**src/rtl/mandel_pkg.sv**
```systemverilog
// Shared definitions for the AXI-Lite view register block: response codes,
// channel state encodings, control-bit positions and the byte-lane merge helper.
package mandel_pkg;

    localparam logic [1:0] AXI_OK  = 2'b00;
    localparam logic [1:0] AXI_ERR = 2'b10;

    // Control bits living in word 0 of the configuration space.
    localparam int IRQ_EN_BIT   = 31;
    localparam int DONE_W1C_BIT = 30;

    typedef enum logic [1:0] {
        W_IDLE   = 2'd0,
        W_HAVE_A = 2'd1,
        W_HAVE_D = 2'd2,
        W_RESP   = 2'd3
    } wr_state_e;

    typedef enum logic [1:0] {
        R_IDLE  = 2'd0,
        R_FETCH = 2'd1,
        R_VALID = 2'd2
    } rd_state_e;

    // Replace only the byte lanes whose strobe bit is set.
    function automatic logic [31:0] apply_wstrb(input logic [31:0] old_word,
                                                input logic [31:0] new_word,
                                                input logic [3:0]  strb);
        logic [31:0] merged;
        merged = old_word;
        for (int b = 0; b < 4; b++) begin
            if (strb[b]) merged[8*b +: 8] = new_word[8*b +: 8];
        end
        return merged;
    endfunction

endpackage

```
**src/rtl/axil_view_regs.sv**
```systemverilog
// AXI-Lite register file with double-buffered configuration: software writes a
// staging copy, and the whole set is copied to the active outputs atomically on
// the next frame_sync after any change. Top indices expose live status words.
module axil_view_regs
    import mandel_pkg::*;
#(
    parameter int NUM_REGS   = 16,
    parameter int NUM_RO     = 4,
    parameter int ADDR_WIDTH = 8
) (
    input  logic                             s_axi_lite_aclk,
    input  logic                             periph_resetn,

    input  logic [ADDR_WIDTH-1:0]            s_axi_lite_awaddr,
    input  logic                             s_axi_lite_awvalid,
    output logic                             s_axi_lite_awready,

    input  logic [31:0]                      s_axi_lite_wdata,
    input  logic [3:0]                       s_axi_lite_wstrb,
    input  logic                             s_axi_lite_wvalid,
    output logic                             s_axi_lite_wready,

    output logic [1:0]                       s_axi_lite_bresp,
    output logic                             s_axi_lite_bvalid,
    input  logic                             s_axi_lite_bready,

    input  logic [ADDR_WIDTH-1:0]            s_axi_lite_araddr,
    input  logic                             s_axi_lite_arvalid,
    output logic                             s_axi_lite_arready,

    output logic [31:0]                      s_axi_lite_rdata,
    output logic [1:0]                       s_axi_lite_rresp,
    output logic                             s_axi_lite_rvalid,
    input  logic                             s_axi_lite_rready,

    input  logic                             frame_sync,
    input  logic [NUM_RO*32-1:0]             status_in,
    output logic [(NUM_REGS-NUM_RO)*32-1:0]  cfg_out,
    output logic                             cfg_commit,
    output logic                             irq
);

    localparam int NUM_RW = NUM_REGS - NUM_RO;
    localparam int IDX_W  = ADDR_WIDTH - 2;

    // ------------------------------------------------------------------
    // State
    // ------------------------------------------------------------------
    wr_state_e             wr_state_q, wr_state_d;
    rd_state_e             rd_state_q, rd_state_d;

    logic                  bus_live_q;     // low while in reset, keeps readies at 0
    logic [ADDR_WIDTH-1:0] awaddr_q;
    logic [31:0]           wdata_q;
    logic [3:0]            wstrb_q;
    logic [1:0]            bresp_q, bresp_d;
    logic [IDX_W-1:0]      rd_idx_q;
    logic [31:0]           rdata_q, rdata_d;
    logic [1:0]            rresp_q, rresp_d;

    logic [31:0]           staging_q [NUM_RW];
    logic [31:0]           staging_d [NUM_RW];
    logic [31:0]           active_q  [NUM_RW];
    logic [31:0]           active_d  [NUM_RW];
    logic                  pending_q, pending_d;
    logic                  done_q, done_d;
    logic                  cfg_commit_q, cfg_commit_d;

    // ------------------------------------------------------------------
    // Handshakes and the resolved write beat
    // ------------------------------------------------------------------
    logic                  aw_hs, w_hs, ar_hs;
    logic                  wr_fire;
    logic [ADDR_WIDTH-1:0] wr_addr;
    logic [31:0]           wr_data;
    logic [3:0]            wr_strb;
    logic [31:0]           wr_idx;
    logic                  wr_ok;
    logic                  commit;
    logic [31:0]           rd_idx;
    logic [31:0]           rd_word;
    logic                  rd_ok;
    logic                  unused_addr_lsbs;

    assign aw_hs  = s_axi_lite_awvalid && s_axi_lite_awready;
    assign w_hs   = s_axi_lite_wvalid  && s_axi_lite_wready;
    assign ar_hs  = s_axi_lite_arvalid && s_axi_lite_arready;
    assign wr_idx = 32'(wr_addr[ADDR_WIDTH-1:2]);
    assign wr_ok  = wr_idx < 32'(NUM_RW);
    assign rd_idx = 32'(rd_idx_q);
    assign commit = frame_sync && pending_q;

    // Word-aligned register map: the byte offset within a word is ignored.
    assign unused_addr_lsbs = ^{s_axi_lite_awaddr[1:0], s_axi_lite_araddr[1:0]};

    // ------------------------------------------------------------------
    // Write FSM
    // ------------------------------------------------------------------

    // Write channel state register.
    always_ff @(posedge s_axi_lite_aclk or negedge periph_resetn) begin
        if (!periph_resetn) begin
            wr_state_q <= W_IDLE;
        end else begin
            // NOTE: state elements take non-blocking assignments so every
            // register samples pre-edge values regardless of block order.
            wr_state_q <= wr_state_d;
        end
    end

    // Next write state; also resolves which address/data pair lands this edge.
    always_comb begin
        // NOTE: every output of a combinational block gets a default first so
        // no path leaves it unassigned and a latch is never inferred.
        wr_state_d = wr_state_q;
        wr_fire    = 1'b0;
        wr_addr    = awaddr_q;
        wr_data    = wdata_q;
        wr_strb    = wstrb_q;
        unique case (wr_state_q)
            W_IDLE: begin
                if (aw_hs && w_hs) begin
                    wr_fire    = 1'b1;
                    wr_addr    = s_axi_lite_awaddr;
                    wr_data    = s_axi_lite_wdata;
                    wr_strb    = s_axi_lite_wstrb;
                    wr_state_d = W_RESP;
                end else if (aw_hs) begin
                    wr_state_d = W_HAVE_A;
                end else if (w_hs) begin
                    wr_state_d = W_HAVE_D;
                end
            end
            W_HAVE_A: begin
                if (w_hs) begin
                    wr_fire    = 1'b1;
                    wr_data    = s_axi_lite_wdata;
                    wr_strb    = s_axi_lite_wstrb;
                    wr_state_d = W_RESP;
                end
            end
            W_HAVE_D: begin
                if (aw_hs) begin
                    wr_fire    = 1'b1;
                    wr_addr    = s_axi_lite_awaddr;
                    wr_state_d = W_RESP;
                end
            end
            W_RESP: begin
                if (s_axi_lite_bready) wr_state_d = W_IDLE;
            end
            default: wr_state_d = W_IDLE;
        endcase
    end

    // Write channel handshake outputs decoded from state.
    always_comb begin
        s_axi_lite_awready = bus_live_q &&
                             (wr_state_q == W_IDLE || wr_state_q == W_HAVE_D);
        s_axi_lite_wready  = bus_live_q &&
                             (wr_state_q == W_IDLE || wr_state_q == W_HAVE_A);
        s_axi_lite_bvalid  = (wr_state_q == W_RESP);
        s_axi_lite_bresp   = bresp_q;
    end

    // ------------------------------------------------------------------
    // Read FSM
    // ------------------------------------------------------------------

    // Read channel state register.
    always_ff @(posedge s_axi_lite_aclk or negedge periph_resetn) begin
        if (!periph_resetn) begin
            rd_state_q <= R_IDLE;
        end else begin
            rd_state_q <= rd_state_d;
        end
    end

    // Next read state: accept, fetch for one cycle, then present until taken.
    always_comb begin
        rd_state_d = rd_state_q;
        unique case (rd_state_q)
            R_IDLE:  if (ar_hs) rd_state_d = R_FETCH;
            R_FETCH: rd_state_d = R_VALID;
            R_VALID: if (s_axi_lite_rready) rd_state_d = R_IDLE;
            default: rd_state_d = R_IDLE;
        endcase
    end

    // Read channel handshake outputs decoded from state.
    always_comb begin
        s_axi_lite_arready = bus_live_q && (rd_state_q == R_IDLE);
        s_axi_lite_rvalid  = (rd_state_q == R_VALID);
        s_axi_lite_rdata   = rdata_q;
        s_axi_lite_rresp   = rresp_q;
    end

    // Read mux: staging words for RW indices, live status for RO indices.
    always_comb begin
        rd_word = '0;
        rd_ok   = 1'b0;
        for (int k = 0; k < NUM_RW; k++) begin
            if (rd_idx == 32'(k)) begin
                rd_word = staging_q[k];
                rd_ok   = 1'b1;
            end
        end
        for (int k = 0; k < NUM_RO; k++) begin
            if (rd_idx == 32'(NUM_RW + k)) begin
                rd_word = status_in[32*k +: 32];
                rd_ok   = 1'b1;
            end
        end
    end

    // ------------------------------------------------------------------
    // Register file, commit and interrupt datapath
    // ------------------------------------------------------------------

    // Next values for staging/active arrays, pending, done and response regs.
    always_comb begin
        staging_d    = staging_q;
        active_d     = active_q;
        pending_d    = pending_q;
        done_d       = done_q;
        cfg_commit_d = commit;
        bresp_d      = bresp_q;
        rdata_d      = rdata_q;
        rresp_d      = rresp_q;

        // The active set copies pre-edge staging, so a write on the same edge
        // lands only in staging and waits for the next frame.
        if (commit) begin
            active_d  = staging_q;
            pending_d = 1'b0;
        end

        if (wr_fire) begin
            bresp_d = wr_ok ? AXI_OK : AXI_ERR;
            if (wr_ok) begin
                for (int k = 0; k < NUM_RW; k++) begin
                    if (wr_idx == 32'(k)) begin
                        staging_d[k] = apply_wstrb(staging_q[k], wr_data, wr_strb);
                    end
                end
                pending_d = 1'b1;
                if (wr_idx == 32'd0 && wr_strb[DONE_W1C_BIT/8] && wr_data[DONE_W1C_BIT]) begin
                    done_d = 1'b0;
                end
            end
        end
        // The W1C bit is an action, never stored, so it always reads back 0.
        staging_d[0][DONE_W1C_BIT] = 1'b0;

        // A commit landing on the same edge as a clear keeps the flag set.
        if (commit) done_d = 1'b1;

        if (rd_state_q == R_FETCH) begin
            rdata_d = rd_word;
            rresp_d = rd_ok ? AXI_OK : AXI_ERR;
        end
    end

    // Datapath registers; a reset abandons any in-flight transfer.
    always_ff @(posedge s_axi_lite_aclk or negedge periph_resetn) begin
        if (!periph_resetn) begin
            bus_live_q   <= 1'b0;
            awaddr_q     <= '0;
            wdata_q      <= '0;
            wstrb_q      <= '0;
            bresp_q      <= AXI_OK;
            rd_idx_q     <= '0;
            rdata_q      <= '0;
            rresp_q      <= AXI_OK;
            pending_q    <= 1'b0;
            done_q       <= 1'b0;
            cfg_commit_q <= 1'b0;
            // NOTE: these arrays are plain flops that drive outputs directly,
            // so they are reset; a true RAM would be left unreset instead.
            for (int k = 0; k < NUM_RW; k++) begin
                staging_q[k] <= '0;
                active_q[k]  <= '0;
            end
        end else begin
            bus_live_q   <= 1'b1;
            if (aw_hs) awaddr_q <= s_axi_lite_awaddr;
            if (w_hs) begin
                wdata_q <= s_axi_lite_wdata;
                wstrb_q <= s_axi_lite_wstrb;
            end
            if (ar_hs) rd_idx_q <= s_axi_lite_araddr[ADDR_WIDTH-1:2];
            bresp_q      <= bresp_d;
            rdata_q      <= rdata_d;
            rresp_q      <= rresp_d;
            pending_q    <= pending_d;
            done_q       <= done_d;
            cfg_commit_q <= cfg_commit_d;
            staging_q    <= staging_d;
            active_q     <= active_d;
        end
    end

    // Flatten the active set onto the configuration bus.
    always_comb begin
        cfg_out = '0;
        for (int k = 0; k < NUM_RW; k++) begin
            cfg_out[32*k +: 32] = active_q[k];
        end
    end

    assign cfg_commit = cfg_commit_q;
    assign irq        = done_q && staging_q[0][IRQ_EN_BIT];

endmodule

```
**config.mk**
```make
export PLATFORM = sky130hd
export DESIGN_NAME = axil_view_regs
export DESIGN_NICKNAME = d
export VERILOG_FILES = /design/src/rtl/mandel_pkg.sv /design/src/rtl/axil_view_regs.sv
export SDC_FILE = /design/constraint.sdc
export NUM_CORES = 2
export LEC_CHECK = 0
export BUFFER_PORTS_ARGS = -buffer_cell sky130_fd_sc_hd__buf_2
export CAP_MARGIN = 40
export CELL_PAD_IN_SITES_DETAIL_PLACEMENT = 0
export CELL_PAD_IN_SITES_GLOBAL_PLACEMENT = 1
export CORE_AREA = 2 2 359 272
export CTS_CLUSTER_DIAMETER = 40
export CTS_CLUSTER_SIZE = 40
export DETAILED_ROUTE_END_ITERATION = 7
export DIE_AREA = 0 0 361 274
export PLACE_DENSITY_LB_ADDON = 0.1
export SLEW_MARGIN = 20
export SYNTH_ARGS = -nofsm -noshare
export SYNTH_HDL_FRONTEND = slang
export SYNTH_SLANG_ARGS = --single-unit
export TNS_END_PERCENT = 1
```
**constraint.sdc**
```tcl
create_clock -name s_axi_lite_aclk -period 4.12 [get_ports s_axi_lite_aclk]
set_clock_uncertainty 0.15 [all_clocks]
set_input_delay 0.824 -clock s_axi_lite_aclk [delete_from_list [all_inputs] [get_ports s_axi_lite_aclk]]
set_output_delay 0.824 -clock s_axi_lite_aclk [all_outputs]
set_load 0.05 [all_outputs]
```
# ---- Word-level counts from Yosys, hierarchy flattened
# Index checks and enable logic that the tools add are counted.
dict set report word_totals {
  romBits 0
  output_inout_bits 427
  register_bits 860
  in_bits 188
  ramBits 0
  elab_cells 246
  mem_count 0
  latchBits 0
}
dict set report op_classes {
  n_bitwise 0
  div_mod_pow 0
  shift 0
  order_cmp 1
  mux 64
  eq_ne 37
  reduce_logical 71
  n_mul 0
  add_sub_neg 0
}
# cell n
set op_table {}
lappend op_table {{$mux 32} 18}
lappend op_table {{$reduce_and 4->1} 49}
lappend op_table {{$eq 6x4->1 const B} 12}
lappend op_table {{$logic_not 32->1} 2}
lappend op_table {{$pmux 32 s2} 1}
lappend op_table {{$eq 6x3->1 const B} 8}
lappend op_table {{$mux 1} 26}
lappend op_table {{$eq 6x2->1 const B} 4}
lappend op_table {{$mux 2} 10}
lappend op_table {{$mux 8} 2}
lappend op_table {{$pmux 8 s2} 1}
lappend op_table {{$eq 6x1->1 const B} 2}
lappend op_table {{$logic_and 1x1->1} 11}
lappend op_table {{$mux 4} 2}
lappend op_table {{$pmux 2 s4} 1}
lappend op_table {{$pmux 4 s2} 1}
lappend op_table {{$eq 2x2->1 const B} 3}
lappend op_table {{$lt 6x4->1 const B} 1}
lappend op_table {{$ne 2x2->1 const B} 3}
lappend op_table {{$pmux 2 s3} 1}
lappend op_table {{$reduce_bool 2->1} 3}
lappend op_table {{$eq 2x1->1 const B} 2}
lappend op_table {{$logic_not 2->1} 2}
lappend op_table {{$ne 2x1->1 const B} 2}
lappend op_table {{other kinds (5)} 6}

# ---- Logic depth before layout (Yosys ltp)
dict set report depth {
  word_depth 18
  ltp_mapped 11
  mapped_depth_nobuf 8
}

# ---- Least setup slack after synthesis
# Ideal clock, no wire load.
dict set report synth_path {
  path_kind {input port to flip-flop}
  from {input s_axi_lite_awvalid}
  to {register staging_q[104] (netlist name)}
  required_time_ps 3845
  cell_stages 9
  setup_slack_ps 961
  setup_ps 125
  arrival_ps 2884
  n_path_buf 3
  path_cell_list {buf_2 > a22oi_1 > a211o_1 > a211o_1 > buf_6 > or2_0 > buf_2 > nor3_4 > mux2_2}
}
dict set report synth_between {
  elab_chain_cells 6
  word_cells_on_any_way 15
  classes_between {order compare: 1; eq/ne: 1; mux: 10; reduce/logical: 3}
}
# item line
set synth_lines {}
lappend synth_lines {{from (decl)} axil_view_regs.sv:15} ;# input logic s_axi_lite_awvalid,
lappend synth_lines {{$logic_and 1x1->1 *} axil_view_regs.sv:85} ;# assign aw_hs = s_axi_lite_awvalid && s_axi_lite_awready;
lappend synth_lines {{$logic_and 1x1->1} axil_view_regs.sv:122} ;# if (aw_hs && w_hs) begin
lappend synth_lines {{$mux 8} axil_view_regs.sv:122}
lappend synth_lines {{$pmux 8 s2} axil_view_regs.sv:120} ;# unique case (wr_state_q)
lappend synth_lines {{$lt 6x4->1 / $eq 6x4->1 (equally long branches)} {axil_view_regs.sv:89, axil_view_regs.sv:242}}
lappend synth_lines {{$reduce_and 4->1 (no source line)} --}
lappend synth_lines {{to (signal assigned)} axil_view_regs.sv:298} ;# staging_q <= staging_d;
lappend synth_lines {{to (decl)} axil_view_regs.sv:61} ;# logic [31:0] staging_q [NUM_RW];
# Mark *: on every way between the ends. The rest lies on a longest branch, timed or not.
# A chain may end at the register's enable or synchronous reset.

# ---- Worst setup path after layout
dict set report layout_path {
  from {register wr_state_q[0]}
  to {register staging_q[2] (netlist name)}
}
dict set report layout_between {
  elab_chain_cells 9
  word_cells_on_any_way 26
  classes_between {order compare: 1; eq/ne: 3; mux: 13; reduce/logical: 9}
}
# item line
set layout_lines {}
lappend layout_lines {{from (decl)} axil_view_regs.sv:49} ;# wr_state_e wr_state_q, wr_state_d;
lappend layout_lines {{from (signal assigned)} axil_view_regs.sv:107} ;# wr_state_q <= wr_state_d;
lappend layout_lines {{$eq 2x2->1 (tied with other cells)} {axil_view_regs.sv:120, axil_view_regs.sv:159}}
lappend layout_lines {{$logic_or 1x1->1, on equally long branches} {axil_view_regs.sv:159, axil_view_regs.sv:161}}
lappend layout_lines {{$logic_and 1x1->1, on equally long branches} {axil_view_regs.sv:158, axil_view_regs.sv:160}}
lappend layout_lines {{$logic_and 1x1->1, on equally long branches} {axil_view_regs.sv:85, axil_view_regs.sv:86}}
lappend layout_lines {{$logic_and 1x1->1} axil_view_regs.sv:122}
lappend layout_lines {{$mux 8} axil_view_regs.sv:122}
lappend layout_lines {{$pmux 8 s2} axil_view_regs.sv:120}
lappend layout_lines {{$lt 6x4->1 / $eq 6x4->1 (equally long branches)} {axil_view_regs.sv:89, axil_view_regs.sv:242}}
lappend layout_lines {{$reduce_and 4->1 (no source line)} --}
# Several ways; a longest one is shown, not always the timed one.

==> flow_summary_export.csv <==
group,metric,value,unit
logic_synthesis,synth_compound_area_share,10.3,%
route,first_pass_iters,5,
critical_path,path_class,"flop to flop",
critical_path,end_kind,"flop",
logic_synthesis,synth_fa_ha_area_share,0.132,%
global_route,busiest_layer,"met2",
place,place_congestion,0.862,
clocking,cts_tree,"built",
floorplan,dieArea,0.0989,sq mm
timing,fin_tns_setup,0,ns
place,dp.cells,5425,
layout,area_growth,27.5,%
timing,finalSetupViolations,0,
global_route,grt_pass1_wl,217000,microns
clocking,clk_latency,0.71,ns
power,max-vdd-ir-drop,0.000388,V
layout,seq_area,0.0214,sq mm
route,viasPerCell,5.43,
outcome,outcome,"complete, no violations",
global_route,grt_pass1_vias,31000,
route,drc_errors,0,
logic_synthesis,ys_warn_count,0,
place,numPortBuffers,607,
clocking,cts_buffers,133,
power,p_leak,25.8,nW
timing,relSlewSlack,42.0,%
logic_synthesis,synth.yosys.seq_area_share,56.6,%
floorplan,core,0.0960,sq mm
floorplan,die_width,361,microns
global_route,grt_use_met2,46.7,%
global_route,grt_max_degree,160,
layout,stdcell_count,5677,
clocking,clk_path_buf_depth,3,
floorplan,start_util,39.4,%
floorplan,rows,99,
logic_synthesis,ys_seq_elements,856,
route,num_vias,30800,
timing,max_freq,0.265,GHz
clocking,htree_levels,4,
logic_synthesis,synthArstFlopShare,100,%
global_route,use_met1,42.3,%
logic_synthesis,synthFlopType,"dfrtp_1",
clocking,clock-sinks,856,
logic_synthesis,synth.distinct_cells,75,
timing,slew_violations,0,
critical_path,critPathArrivalTime,4.21,ns
logic_synthesis,synthMuxAreaShare,14.3,%
route,dr.first_iter.drc_count,2605,
timing,tightest_slew,0.871,ns
timing,period_minus_slack,3.78,ns
layout,nets,4494,
critical_path,worstPathRequired,4.56,ns
logic_synthesis,synth-edff-count,0,
global_route,grt_use_total,29.9,%
global_route,grt-ovfl-total,0,
global_route,met3_usage,6.39,%
hold_path,min_path_type,"input port to flop",
logic_synthesis,synth.avg_cell_area,10.5,sq um
logic_synthesis,yosys.area_share.simple,15.7,%
route,wire_per_inst,26.1,microns
layout,multi_input_area,0.0154,sq mm
critical_path,cp-start-kind,"flop",
logic_synthesis,synth_top_family_by_area,"simple AND/OR/NAND/NOR gates",
logic_synthesis,synth_xor_area_share,0,%
critical_path,cp_max_fo,9,
route,ant_nets,0,
logic_synthesis,synth_area,0.0379,sq mm
layout,layout-drive-gt1-share,34.3,%
power,powerDensity,749,mW/mm^2
place,dpl.hpwl,109000,microns
logic_synthesis,synth_cells,3607,
global_route,antenna_found_initial,12,
clocking,cts-root-buf,"clkbuf_16",
place,place_area,0.0436,sq mm
floorplan,die_y,274,microns
clocking,clkTransAtPathRegs,0.05,ns
timing,hold_violations,0,
layout,fillers,8998,
timing,rsz0062_at_grt,"false",
run,cap_viol_max_count,0,
timing,holdWs,0.164,ns
floorplan,ios,615,
layout,design_area,0.0483,sq mm
route,wirelength,148000,microns
power,power,36.2,mW
clocking,post_cts_resized,0,
timing,post-route-period-util,91.7,%
## cells in the final DEF, fill, tap and decap left out, drive strengths merged, types with 5 or more instances in the layout
master,n
nand2,1286
dfrtp,856
buf,801
mux2,410
clkbuf,159
o21ai,139
a22oi,69
inv,66
a21oi,64
a221oi,46
nor2,46
clkinv,33
o22ai,31
mux2i,30
nor3,30
o21a,28
a221o,26
a2bb2oi,22
nor2b,21
o211ai,21
mux4,20
a2111oi,17
and3,16
a32o,16
bufinv,16
o2111ai,15
a21boi,15
o22a,12
a31oi,11
clkinvlp,11
and2,9
nand3,8
or2,7
diode,5
a222oi,5
## registers in the layout (all words and copies together) (netlist names)
register	cells
s_axi_lite_rresp	1
wstrb_q	4
awaddr_q	6
cfg_commit	1
wr_state_q	2
rd_state_q	2
pending_q	1
s_axi_lite_bresp	1
rd_idx_q	6
cfg_out	383
done_q	1
s_axi_lite_rdata	32
staging_q	383
wdata_q	32
bus_live_q	1
## worst paths after layout
| path | depth (start not counted) | from | endpoint | slack [ns] |
|---|---|---|---|---|
| max reg2reg | 11 | wr_state_q[0] | staging_q[2] | 0.34 |
| max in group asynchronous | 4 | periph_resetn | cfg_out[318] | 2.13 |
| min reg2reg | 2 | cfg_out[136] | cfg_out[136] | 0.31 |
| min | 2 | s_axi_lite_rready | rd_state_q[1] | 0.16 |
| max | 11 | wr_state_q[0] | staging_q[2] | 0.34 |
| min in group asynchronous | 2 | periph_resetn | cfg_out[335] | 0.49 |
## cell families (layout without fill, tap and decap cells)
logic type / count (synthesis) / after routing
adder cells (fa/ha/maj): 4 / 4
multiplexers: 460 / 460
buffers and inverters: 286 / 1087
flip-flops: 856 / 856
AO/OA/AOI/OAI: 555 / 555
other: 2 / 9
AND/OR/NAND/NOR: 1444 / 1444
## synth_stat cells (3+ instances only)
library cell  number  share of area [%]
a221o_1           26               0.69
buf_4              6               0.12
o22a_1            12               0.28
and3_1            16               0.26
ha_1               4               0.13
o211ai_1          18               0.36
nand2_1         1281                 13
a221oi_1          46                1.1
nor3_1             8               0.11
buf_1             15               0.15
nor2b_1           21               0.35
a222oi_1           5               0.13
mux4_2            20                1.2
nand3_1            8               0.11
a2bb2oi_1         22               0.51
a211oi_1           3              0.059
nor4bb_1           4               0.11
o211ai_2           3              0.099
or2_2              3              0.050
mux2_2           397                 12
nand2b_1           3              0.050
nor3_4            17               0.73
o21a_1            28               0.56
nand2_2            5              0.083
nor2_1            45               0.45
o21ai_0          138                1.8
inv_1             41               0.41
or2_0              3              0.050
a21oi_1           64               0.85
a32o_1            16               0.42
a22oi_1           69                1.4
o22ai_1           30               0.50
buf_2             17               0.22
o2111ai_1         15               0.35
dfrtp_1          856                 57
and2_1             9               0.15
a31oi_1           11               0.18
a2111oi_0         17               0.39
clkbuf_1         203                2.0
mux2_4             8               0.32
a21boi_0          14               0.28
mux2i_1           30               0.79
mux2_1             5               0.15
nor3_2             5               0.13
a32oi_1            3              0.069
## routing by layer
metal,up-vias,wire length [microns]
met5,-,41
met4,6,3070
met3,169,9490
met2,953,67900
met1,15800,67400
li1,13900,-
## where the power goes
group	total [mW]	internal (mW)	switching [mW]
Combinational	12.1	3.47	8.64
Clock	11.7	7.31	4.37
Sequential	12.4	10.6	1.80
Total	36.2	21.3	14.8
## what timing repair did
item | 4_1_cts | 5_1_grt
setup buffers | 0 | 1
hold buffers | 1 | 0
hold endpoints to repair | 40 | 0
endpoints found under the setup margin | 0 | 1
## per-stage QoR
step	utilization, %	setup slack [ns]
floorplan	-	0.961
global placement	45.4	0.268
detailed placement	45.4	0.227
CTS	50.3	0.272
global route	50.3	0.0774
finish	50.3	0.343
## layout make-up
type,count,area share (%)
flip-flops and latches,856,44.4
well taps,1262,3.27
multi-input cells,2467,31.8
inverters,42,0.342
repair buffers,802,10.6
clock inverters,84,2.18
diodes,5,0.0259
clock buffers,159,7.41
## worst max-delay path: stages, from the launching register on
cell	delay (ns)
dfrtp_1	0.41
inv_1	0.09
ha_1	0.35
buf_4	0.21
mux2i_1	0.36
o21ai_1	0.16
a211oi_1	0.41
nor3_4	0.12
buf_8	0.19
buf_4	0.21
nor3_4	0.56
mux2_2	0.40
No activity file was read; power rests on OpenSTA's default activity.
